$ cat src/rtl/integration_scheduler.sv
`default_nettype none
// ============================================================================
// Module   : integration_scheduler
// Brief    : Integration window sequencer: host command decode, programmable
//            window timer, latch/clear strobes and UART frame hand-off.
// Revision : 1.0 - initial release
// ============================================================================
module integration_scheduler #(
    parameter int TIMER_WIDTH    = 32,
    parameter int DEFAULT_PERIOD = 50000000,
    parameter int MIN_PERIOD     = 4
) (
    input  logic                   clk,
    input  logic                   reset_n,
    input  logic [7:0]             rx_data,
    input  logic                   rx_valid,
    input  logic                   tx_busy,
    output logic                   latch,
    output logic                   counter_clear,
    output logic                   tx_start,
    output logic                   capturing,
    output logic [3:0]             active_line,
    output logic [31:0]            leds,
    output logic [3:0]             baud_rate,
    output logic [TIMER_WIDTH-1:0] period,
    output logic [15:0]            frame_count,
    output logic [7:0]             overrun_count
);

    localparam logic [1:0] c_IDLE = 2'd0;
    localparam logic [1:0] c_ARM  = 2'd1;
    localparam logic [1:0] c_RUN  = 2'd2;

    localparam logic [3:0] c_OP_LINE    = 4'd1;
    localparam logic [3:0] c_OP_LEDS    = 4'd2;
    localparam logic [3:0] c_OP_BAUD    = 4'd3;
    localparam logic [3:0] c_OP_NIBBLE  = 4'd4;
    localparam logic [3:0] c_OP_COMMIT  = 4'd5;
    localparam logic [3:0] c_OP_CLEAR   = 4'd6;
    localparam logic [3:0] c_OP_CAPTURE = 4'd13;

    localparam logic [TIMER_WIDTH-1:0] c_DEFAULT_PERIOD = TIMER_WIDTH'(DEFAULT_PERIOD);
    localparam logic [TIMER_WIDTH-1:0] c_MIN_PERIOD     = TIMER_WIDTH'(MIN_PERIOD);

    logic [1:0]             r_state;
    logic [1:0]             w_state_next;
    logic [TIMER_WIDTH-1:0] r_timer;
    logic [TIMER_WIDTH-1:0] w_timer_next;
    logic [TIMER_WIDTH-1:0] r_period;
    logic [TIMER_WIDTH-1:0] w_period_next;
    logic [TIMER_WIDTH-1:0] w_period_last;
    logic [TIMER_WIDTH-1:0] r_shadow;
    logic [TIMER_WIDTH-1:0] w_shadow_clamped;
    logic                   r_pending;
    logic                   w_load;
    logic                   r_latch;
    logic                   r_clear;
    logic                   r_tx_start;
    logic                   r_capturing;
    logic                   w_latch_next;
    logic                   w_clear_next;
    logic                   w_tx_start_next;
    logic                   w_capturing_next;
    logic [3:0]             r_active_line;
    logic [3:0]             r_baud_rate;
    logic [31:0]            r_leds;
    logic [15:0]            r_frame_count;
    logic [7:0]             r_overrun_count;
    logic [3:0]             w_opcode;
    logic [3:0]             w_arg;
    logic                   w_start;
    logic                   w_stop;

    assign w_opcode = rx_data[3:0];
    assign w_arg    = rx_data[7:4];
    assign w_start  = rx_valid && (w_opcode == c_OP_CAPTURE) &&  w_arg[0];
    assign w_stop   = rx_valid && (w_opcode == c_OP_CAPTURE) && !w_arg[0];

    always_ff @(posedge clk or negedge reset_n) begin
        if (!reset_n) begin
            r_state <= c_IDLE;
        end else begin
            r_state <= w_state_next;
        end
    end

    always_comb begin
        w_state_next = r_state;
        case (r_state)
            c_IDLE:  if (w_start) w_state_next = c_ARM;
            c_ARM:   w_state_next = c_RUN;
            c_RUN:   if (w_stop) w_state_next = c_IDLE;
            default: w_state_next = c_IDLE;
        endcase
    end

    // A committed period lands only on a window boundary, so a running window is never cut short.
    assign w_shadow_clamped = (r_shadow < c_MIN_PERIOD) ? c_MIN_PERIOD : r_shadow;
    assign w_load           = r_pending && ((r_state == c_IDLE) || r_latch);
    assign w_period_next    = w_load ? w_shadow_clamped : r_period;
    assign w_period_last    = w_period_next - 1'b1;
    assign w_timer_next     = ((r_state == c_RUN) && (w_state_next == c_RUN) && !r_latch) ?
                              r_timer + 1'b1 : '0;

    always_comb begin
        w_latch_next     = (w_state_next == c_RUN) && (w_timer_next == w_period_last);
        w_clear_next     = ((r_state == c_IDLE) && w_start) || r_latch ||
                           ((r_state == c_RUN) && w_stop);
        w_tx_start_next  = r_latch && !tx_busy;
        w_capturing_next = (w_state_next == c_RUN);
    end

    always_ff @(posedge clk or negedge reset_n) begin
        if (!reset_n) begin
            r_latch         <= 1'b0;
            r_clear         <= 1'b0;
            r_tx_start      <= 1'b0;
            r_capturing     <= 1'b0;
            r_timer         <= '0;
            r_period        <= c_DEFAULT_PERIOD;
            r_shadow        <= c_DEFAULT_PERIOD;
            r_pending       <= 1'b0;
            r_active_line   <= 4'd0;
            r_leds          <= 32'd0;
            r_baud_rate     <= 4'd0;
            r_frame_count   <= 16'd0;
            r_overrun_count <= 8'd0;
        end else begin
            r_latch     <= w_latch_next;
            r_clear     <= w_clear_next;
            r_tx_start  <= w_tx_start_next;
            r_capturing <= w_capturing_next;
            r_timer     <= w_timer_next;
            r_period    <= w_period_next;

            if (rx_valid && (w_opcode == c_OP_COMMIT)) begin
                r_pending <= 1'b1;
            end else if (w_load) begin
                r_pending <= 1'b0;
            end

            if (rx_valid) begin
                case (w_opcode)
                    c_OP_LINE:   r_active_line <= w_arg;
                    c_OP_LEDS:   r_leds[{r_active_line, 1'b0} +: 2] <= w_arg[1:0];
                    c_OP_BAUD:   r_baud_rate <= w_arg;
                    c_OP_NIBBLE: r_shadow <= {r_shadow[TIMER_WIDTH-5:0], w_arg};
                    default:     ;
                endcase
            end

            // The frame decision uses tx_busy as seen during the latch cycle.
            if (rx_valid && (w_opcode == c_OP_CLEAR)) begin
                r_frame_count   <= 16'd0;
                r_overrun_count <= 8'd0;
            end else if (r_latch) begin
                if (!tx_busy) begin
                    r_frame_count <= r_frame_count + 1'b1;
                end else if (r_overrun_count != 8'hFF) begin
                    r_overrun_count <= r_overrun_count + 1'b1;
                end
            end
        end
    end

    assign latch         = r_latch;
    assign counter_clear = r_clear;
    assign tx_start      = r_tx_start;
    assign capturing     = r_capturing;
    assign active_line   = r_active_line;
    assign leds          = r_leds;
    assign baud_rate     = r_baud_rate;
    assign period        = r_period;
    assign frame_count   = r_frame_count;
    assign overrun_count = r_overrun_count;

endmodule
`default_nettype wire

$ cat config.mk
export PLATFORM = sky130hd
export DESIGN_NAME = integration_scheduler
export DESIGN_NICKNAME = d
export VERILOG_FILES = /design/src/rtl/integration_scheduler.sv
export SDC_FILE = /design/constraint.sdc
export NUM_CORES = 1
export LEC_CHECK = 0
export CAP_MARGIN = 20
export CORE_MARGIN = 2
export CORE_UTILIZATION = 35
export DETAILED_ROUTE_END_ITERATION = 12
export GPL_ROUTABILITY_DRIVEN = 0
export PLACE_DENSITY = 0.52
export SLEW_MARGIN = 20
export SYNTH_ARGS = -nofsm -noshare
export SYNTH_HDL_FRONTEND = slang
export SYNTH_SLANG_ARGS = --single-unit
$ cat constraint.sdc
create_clock -name clk -period 5.87 [get_ports clk]
set_clock_uncertainty 0.05 [all_clocks]
set_input_delay 0.8805 -clock clk [delete_from_list [all_inputs] [get_ports clk]]
set_output_delay 0.8805 -clock clk [all_outputs]
set_load 0.005 [all_outputs]
==> results of run 1 <==
==> layout make-up <==
cell class	instances	area [um2]	share of cell area [%]
Clock buffer	17	425	3.81
Clock inverter	15	198	1.77
Inverter	29	109	0.975
Multi-Input combinational cell	661	4640	41.5
Sequential cell	167	4210	37.7
Tap cell	330	413	3.70
Timing Repair Buffer	118	1180	10.5
==> sequential cells by signal, summed over array words and instances (netlist names) <==
register and count:
leds 32, period 32, r_shadow 32, r_timer 32, frame_count 16, overrun_count 8, active_line 4, baud_rate 4
r_state 2, capturing 1, counter_clear 1, latch 1, r_pending 1, tx_start 1
==> report_power, final <==
| part | internal [uW] | total [uW] | switching (uW) |
|---|---|---|---|
| clock network | 583 | 1150 | 570 |
| logic | 464 | 1040 | 573 |
| registers | 1240 | 1360 | 118 |
==> layout by cell type (no fill, tap or decap), types with 24 or more instances in the layout <==
cell type / instances
a21oi_1: 25
clkdlybuf4s50_1: 110
dfrtp_1: 143
dfstp_2: 24
inv_1: 29
mux2_2: 80
nand2_1: 85
nand3_1: 33
nor2_1: 81
or3_1: 26
xnor2_1: 32
xor2_1: 31
==> routing by layer <==
layer	vias up	GRT usage, %	part of all wire [%]	routed length (um)
li1	3445	-	-	-
met1	3473	26.1	45	11400
met2	180	31.2	48	11900
met3	25	4.82	5.1	1280
met4	0	5.81	1.9	490
met5	-	0	0	0
==> final timing paths <==
check / end / slack, ps / depth (start not counted)
worst min-delay path: r_timer[27]$_DFF_PN0_ / 410 / 1
worst max register to register: latch$_DFF_PN0_ / 1530 / 14
worst max-delay path: latch$_DFF_PN0_ / 1530 / 14
max in group asynchronous: period[9]$_DFF_PN0_ / 4410 / 2
min in group clk: leds[9]$_DFFE_PN0P_ / 460 / 1
worst min register to register: leds[9]$_DFFE_PN0P_ / 460 / 1
==> cells by family after synthesis <==
logic type	synth area share [%]
AO/OA/AOI/OAI	9.50
XOR/XNOR	6.51
adder cells (fa/ha/maj)	0.965
buffers and inverters	2.66
flip-flops	46.4
multiplexers	12.3
AND/OR/NAND/NOR	21.8
==> metrics by stage <==
step	hold slack, ps	total power (uW)
6_report	408	3550
5_1_grt	463	3770
4_1_cts	439	3590
3_5_place_dp	443	2420
3_3_place_gp	437	2420
2_1_floorplan	417	2030
==> Yosys cell counts, drive strengths merged, types with 3 or more instances <==
master   instances
and3            15
o31ai           13
or2              4
nor3            22
nand4           20
or3             27
nor2            82
o211ai           6
buf             17
o21a             5
a2111oi          4
and2             3
nand2b           8
ha               7
o21ai           24
nor2b            6
dfstp           24
nand4b           4
a31oi            4
nand2           86
clkbuf          10
nand3           34
dfrtp          143
mux2            81
xnor2           32
nor4            15
nand3b           4
mux2i           20
xor2            32
a211oi           5
o31a             3
a21oi           30
inv             29
and4             7
or4             25
o22ai            4
==> impl_metrics.env, run 1 <==
export IMPL_endpoint_kind="flop"
export IMPL_path_cells="or3_1 -> nor4_2 -> and3_1 -> o21ai_0 -> inv_1 -> ha_1 -> o21ai_0 -> a21oi_1 -> a21boi_0 -> nand3b_1 -> mux2i_1 -> a21oi_1 -> or4_1 -> nor4_2"
export IMPL_synth_edff_count=0
export IMPL_start_kind="flop"
export IMPL_finalCoreUtilization_pct=44.1
export IMPL_timing_rr_start="r_shadow[26]$_DFFE_PN0P_"
export IMPL_cts_buffer_depth=2
export IMPL_design_area_mm2=0.0112
export IMPL_drv_slew=0
export IMPL_critPathBufInv=1
export IMPL_io_pins=112
export IMPL_ant_nets=0
export IMPL_fp_dieW_um=165
export IMPL_synth_seq_cells=167
export IMPL_worst_pin_slew_ps=748
export IMPL_worstSkewPairLatency_ps=430
export IMPL_yosysTopAreaCellShare_pct=39.4
export IMPL_setup_slack_ps=1530
export IMPL_grt_antenna_before_repair=0
export IMPL_timing_setup_tns_ps=0
export IMPL_layout_cells_non_filler=1337
export IMPL_syn_area_per_cell_um2=10.3
export IMPL_cp_slowest_stage_delay_ps=560
export IMPL_cts_resized=0
export IMPL_ys_types=75
export IMPL_ir_drop_mv=0.192
export IMPL_htreeDepth=4
export IMPL_yosysTopAreaCell="dfrtp_1"
export IMPL_die_area_mm2=0.0272
export IMPL_ys_flop_type="dfrtp_1"
export IMPL_syn_inst=884
export IMPL_vias_per_cell=5.33
export IMPL_cts_sinks=167
export IMPL_layout_nets=1013
export IMPL_finalHoldViolations=0
export IMPL_grt_usage_pct=19.5
export IMPL_synthToLayoutAreaGrowth_pct=23.0
export IMPL_crit_path_start="r_shadow[26]$_DFFE_PN0P_"
export IMPL_holdCritPathClass="in -> async"
export IMPL_start_util_pct=35.8
export IMPL_max_clock_freq_mhz=231
export IMPL_fp_dieH_um=165
export IMPL_cts_tree="done"
export IMPL_grt_max_degree=90
export IMPL_port_buffers=111
export IMPL_synthesis_area_mm2=0.00908
export IMPL_wl_per_cell_um=18.8
export IMPL_antennaDiodeCount=0
export IMPL_crit_slowest_cell="nor4_2"
export IMPL_dp_worst_setup_slack_ps=1610
export IMPL_arrival_ps=4620
export IMPL_yosys_top_cells_area="dfrtp_1 39%, mux2_2 9.9%, dfstp_2 6.9%"
export IMPL_path_clk_slew_ps=80
export IMPL_p_per_area_mw_per_mm2=318
export IMPL_core_rowCount=58
export IMPL_hold_buffers=0
export IMPL_fillers=2455
export IMPL_cts_root_buf="clkbuf_16"
export IMPL_ys_async_sr_fraction_pct=100
export IMPL_rsz0062_at_grt="no"
export IMPL_coreArea_mm2=0.0253
export IMPL_cts_setup_buffers=0
export IMPL_period_minus_slack_ps=4340
export IMPL_critPathRequiredTime_ps=6160
export IMPL_path_class="reg -> reg"
export IMPL_outcome="finished clean"
export IMPL_setup_viol=0
export IMPL_maxCapViolations=0
export IMPL_worstPathMaxFanout=5
export IMPL_synth_seq_area_share_pct=46.4
export IMPL_cts_made_buffers=17
export IMPL_postPlaceCellArea_mm2=0.0105
export IMPL_drive_above_1_share_pct=17.6
export IMPL_dpl_hpwl_mm=18.6
export IMPL_period_share_pct=73.9
export IMPL_slew_limit_headroom_pct=50.1
export IMPL_power_leakage_uw=0.00490
export IMPL_grt_pass1_vias=7161
export IMPL_placed_cells_incl_taps=1304
export IMPL_routed_via_count=7123
export IMPL_drcViolationCount=0
export IMPL_grt_pass1_wl_mm=40.6
export IMPL_syn_num_nets=903
export IMPL_path_delay_family="simple AND/OR/NAND/NOR gates"
export IMPL_ys_warn_count=0
export IMPL_drtPass1Iterations=5
export IMPL_routed_wl_mm=25.1
export IMPL_drtIter0Drc=338
export IMPL_grt_overflow_total=0
Note: power is estimated with default switching activity, not from simulation.
==> inputs of run 2 (changes only) <==
- clock period: 5.87 -> 4.3 ns (I/O delays scaled with it)
==> run 2 against run 1 <==
Effect of this change:
- sequential share of layout area down 0.44 points
- clock power grew 44%
- clock-buffer cell count unchanged
- first-iteration DRC count up 49%
- via count decreased by 0.48%
- design area up 1.2%
- critical endpoint unchanged
- highest routed layer unchanged
==> impl_metrics.env, run 2 (synthesis results as in run 1) <==
export IMPL_cts_buffer_depth=2
export IMPL_timing_setup_tns_ps=0
export IMPL_ir_drop_mv=0.229
export IMPL_cts_root_buf="clkbuf_16"
export IMPL_p_clk_share_pct=33.5
export IMPL_dpl_hpwl_mm=18.7
export IMPL_drive_above_1_share_pct=18.9
export IMPL_final_common_cell="dfrtp_1"
export IMPL_start_util_pct=35.8
export IMPL_finalCoreUtilization_pct=44.6
export IMPL_path_class="reg -> reg"
export IMPL_drv_slew=0
export IMPL_grt_max_degree=76
export IMPL_ant_nets=0
export IMPL_worstPathMaxFanout=10
export IMPL_arrival_ps=4260
export IMPL_htreeDepth=4
export IMPL_grt_pass1_vias=7253
export IMPL_fp_dieH_um=165
export IMPL_synthToLayoutAreaGrowth_pct=24.5
export IMPL_period_minus_slack_ps=3960
export IMPL_io_pins=112
export IMPL_multi_input_area_mm2=0.00465
export IMPL_holdCritPathClass="in -> async"
export IMPL_vias_per_cell=5.26
export IMPL_setup_viol=0
export IMPL_power_leakage_uw=0.00497
export IMPL_endpoint_kind="flop"
export IMPL_worst_hold_slack_ps=162
export IMPL_critPathRequiredTime_ps=4590
export IMPL_grt_pass1_wl_mm=40.8
export IMPL_grt_usage_pct=19.5
export IMPL_drcViolationCount=0
export IMPL_cts_made_buffers=17
export IMPL_combPwrFrac_pct=29.2
export IMPL_port_buffers=111
export IMPL_fp_dieW_um=165
export IMPL_worstSkewPairLatency_ps=440
export IMPL_cellInternalPower_uw=3270
export IMPL_switching_share_pct=34.2
export IMPL_seqCellArea_mm2=0.00421
export IMPL_grt_antenna_before_repair=0
export IMPL_drtPass1Iterations=5
export IMPL_p_switching_uw=1700
export IMPL_routed_via_count=7089
export IMPL_worst_pin_slew_ps=719
export IMPL_reg2reg_slack_ps=340
export IMPL_wl_per_cell_um=18.7
export IMPL_outcome="finished clean"
export IMPL_seq_power_share_pct=37.3
export IMPL_coreArea_mm2=0.0253
export IMPL_fillers=2443
export IMPL_routed_wl_mm=25.2
export IMPL_cts_sinks=167
export IMPL_max_clock_freq_mhz=252
export IMPL_maxCapViolations=0
export IMPL_die_area_mm2=0.0272
export IMPL_path_clk_slew_ps=70
export IMPL_final_cell_mix="143 x dfrtp_1, 110 x clkdlybuf4s50_1, 85 x nand2_1, 81 x nor2_1, 80 x mux2_2"
export IMPL_start_kind="flop"
export IMPL_rsz0062_at_grt="no"
export IMPL_period_share_pct=92.2
export IMPL_report_power_total_uw=4960
export IMPL_grt_overflow_total=0
export IMPL_core_rowCount=58
export IMPL_layout_nets=1024
export IMPL_drtIter0Drc=502
export IMPL_p_per_area_mw_per_mm2=439
export IMPL_finalHoldViolations=0
export IMPL_slew_limit_headroom_pct=52.1
export IMPL_cts_tree="done"
export IMPL_reg2reg_depth=14
export IMPL_antennaDiodeCount=0
[run 2: cell types whose count changed in the layout (fill, tap and decap cells not counted), sizes merged]
cell	previous run	this run
buf	7	19
clkinv	9	5
inv	34	37
bufinv	0	2
clkbuf	18	17
clkinvlp	1	0
[run 2: metal layers]
| metal | track usage [%] | wire length [um] | vias to the layer above |
|---|---|---|---|
| met5 | 0 | 0 | - |
| met4 | 5.81 | 470 | 0 |
| met3 | 4.10 | 1210 | 22 |
| met2 | 31.3 | 11800 | 151 |
| met1 | 26.5 | 11700 | 3455 |
| li1 | - | - | 3461 |
[run 2: repair_timing]
item | 4_1_cts | 5_1_grt
buffers inserted | 0 | 1
resized for setup | 0 | 5
hold buffers | 0 | 0
endpoints found under the setup margin | 0 | 1
[run 2: worst paths after layout]
path | start | endpoint
hold reg to reg | baud_rate[1]$_DFFE_PN0P_ | baud_rate[1]$_DFFE_PN0P_
min in group clk | baud_rate[1]$_DFFE_PN0P_ | baud_rate[1]$_DFFE_PN0P_
setup reg to reg | r_shadow[20]$_DFFE_PN1P_ | latch$_DFF_PN0_
hold / removal | reset_n | r_timer[27]$_DFF_PN0_
max in group asynchronous | reset_n | r_shadow[2]$_DFFE_PN0P_
setup / recovery | r_shadow[20]$_DFFE_PN1P_ | latch$_DFF_PN0_
[run 2: cell type report]
type / count / share of cell area [%]
Multi-Input combinational cell: 661 / 41.2
Sequential cell: 167 / 37.2
Timing Repair Buffer: 129 / 11.3
Clock buffer: 17 / 3.76
Tap cell: 330 / 3.65
Clock inverter: 15 / 1.94
Inverter: 29 / 0.963
[run 2: power by group through the flow]
stage | sequential, uW | combinational, uW | clock [uW]
finish | 1850 | 1450 | 1660
global route | 1880 | 1600 | 1780
CTS | 1850 | 1460 | 1710
detailed placement | 1880 | 1450 | 0
global placement | 1880 | 1450 | 0
floorplan | 1840 | 937 | 0
[run 2: worst max-delay path, cell delays in order, from the launching register on]
cell and delay [ps]:
dfstp_2 390, or4_1 640, nor4_4 330, and3_2 290, o21ai_0 170, inv_1 90
ha_1 170, o21ai_0 90, a21oi_1 190, buf_4 160, o211ai_4 120, nor4_2 270
mux2i_1 90, or4_1 540, nor4_2 270
[run 2: stage by stage]
step / area (um2) / instances / setup slack (ps)
6_report: 11300 / 1348 / 336
5_1_grt: 11300 / 1348 / 27.3
4_1_cts: 11300 / 1347 / 223
3_5_place_dp: 10600 / 1315 / 255
2_1_floorplan: 9080 / 884 / 500
3_3_place_gp: 10600 / 1315 / 349
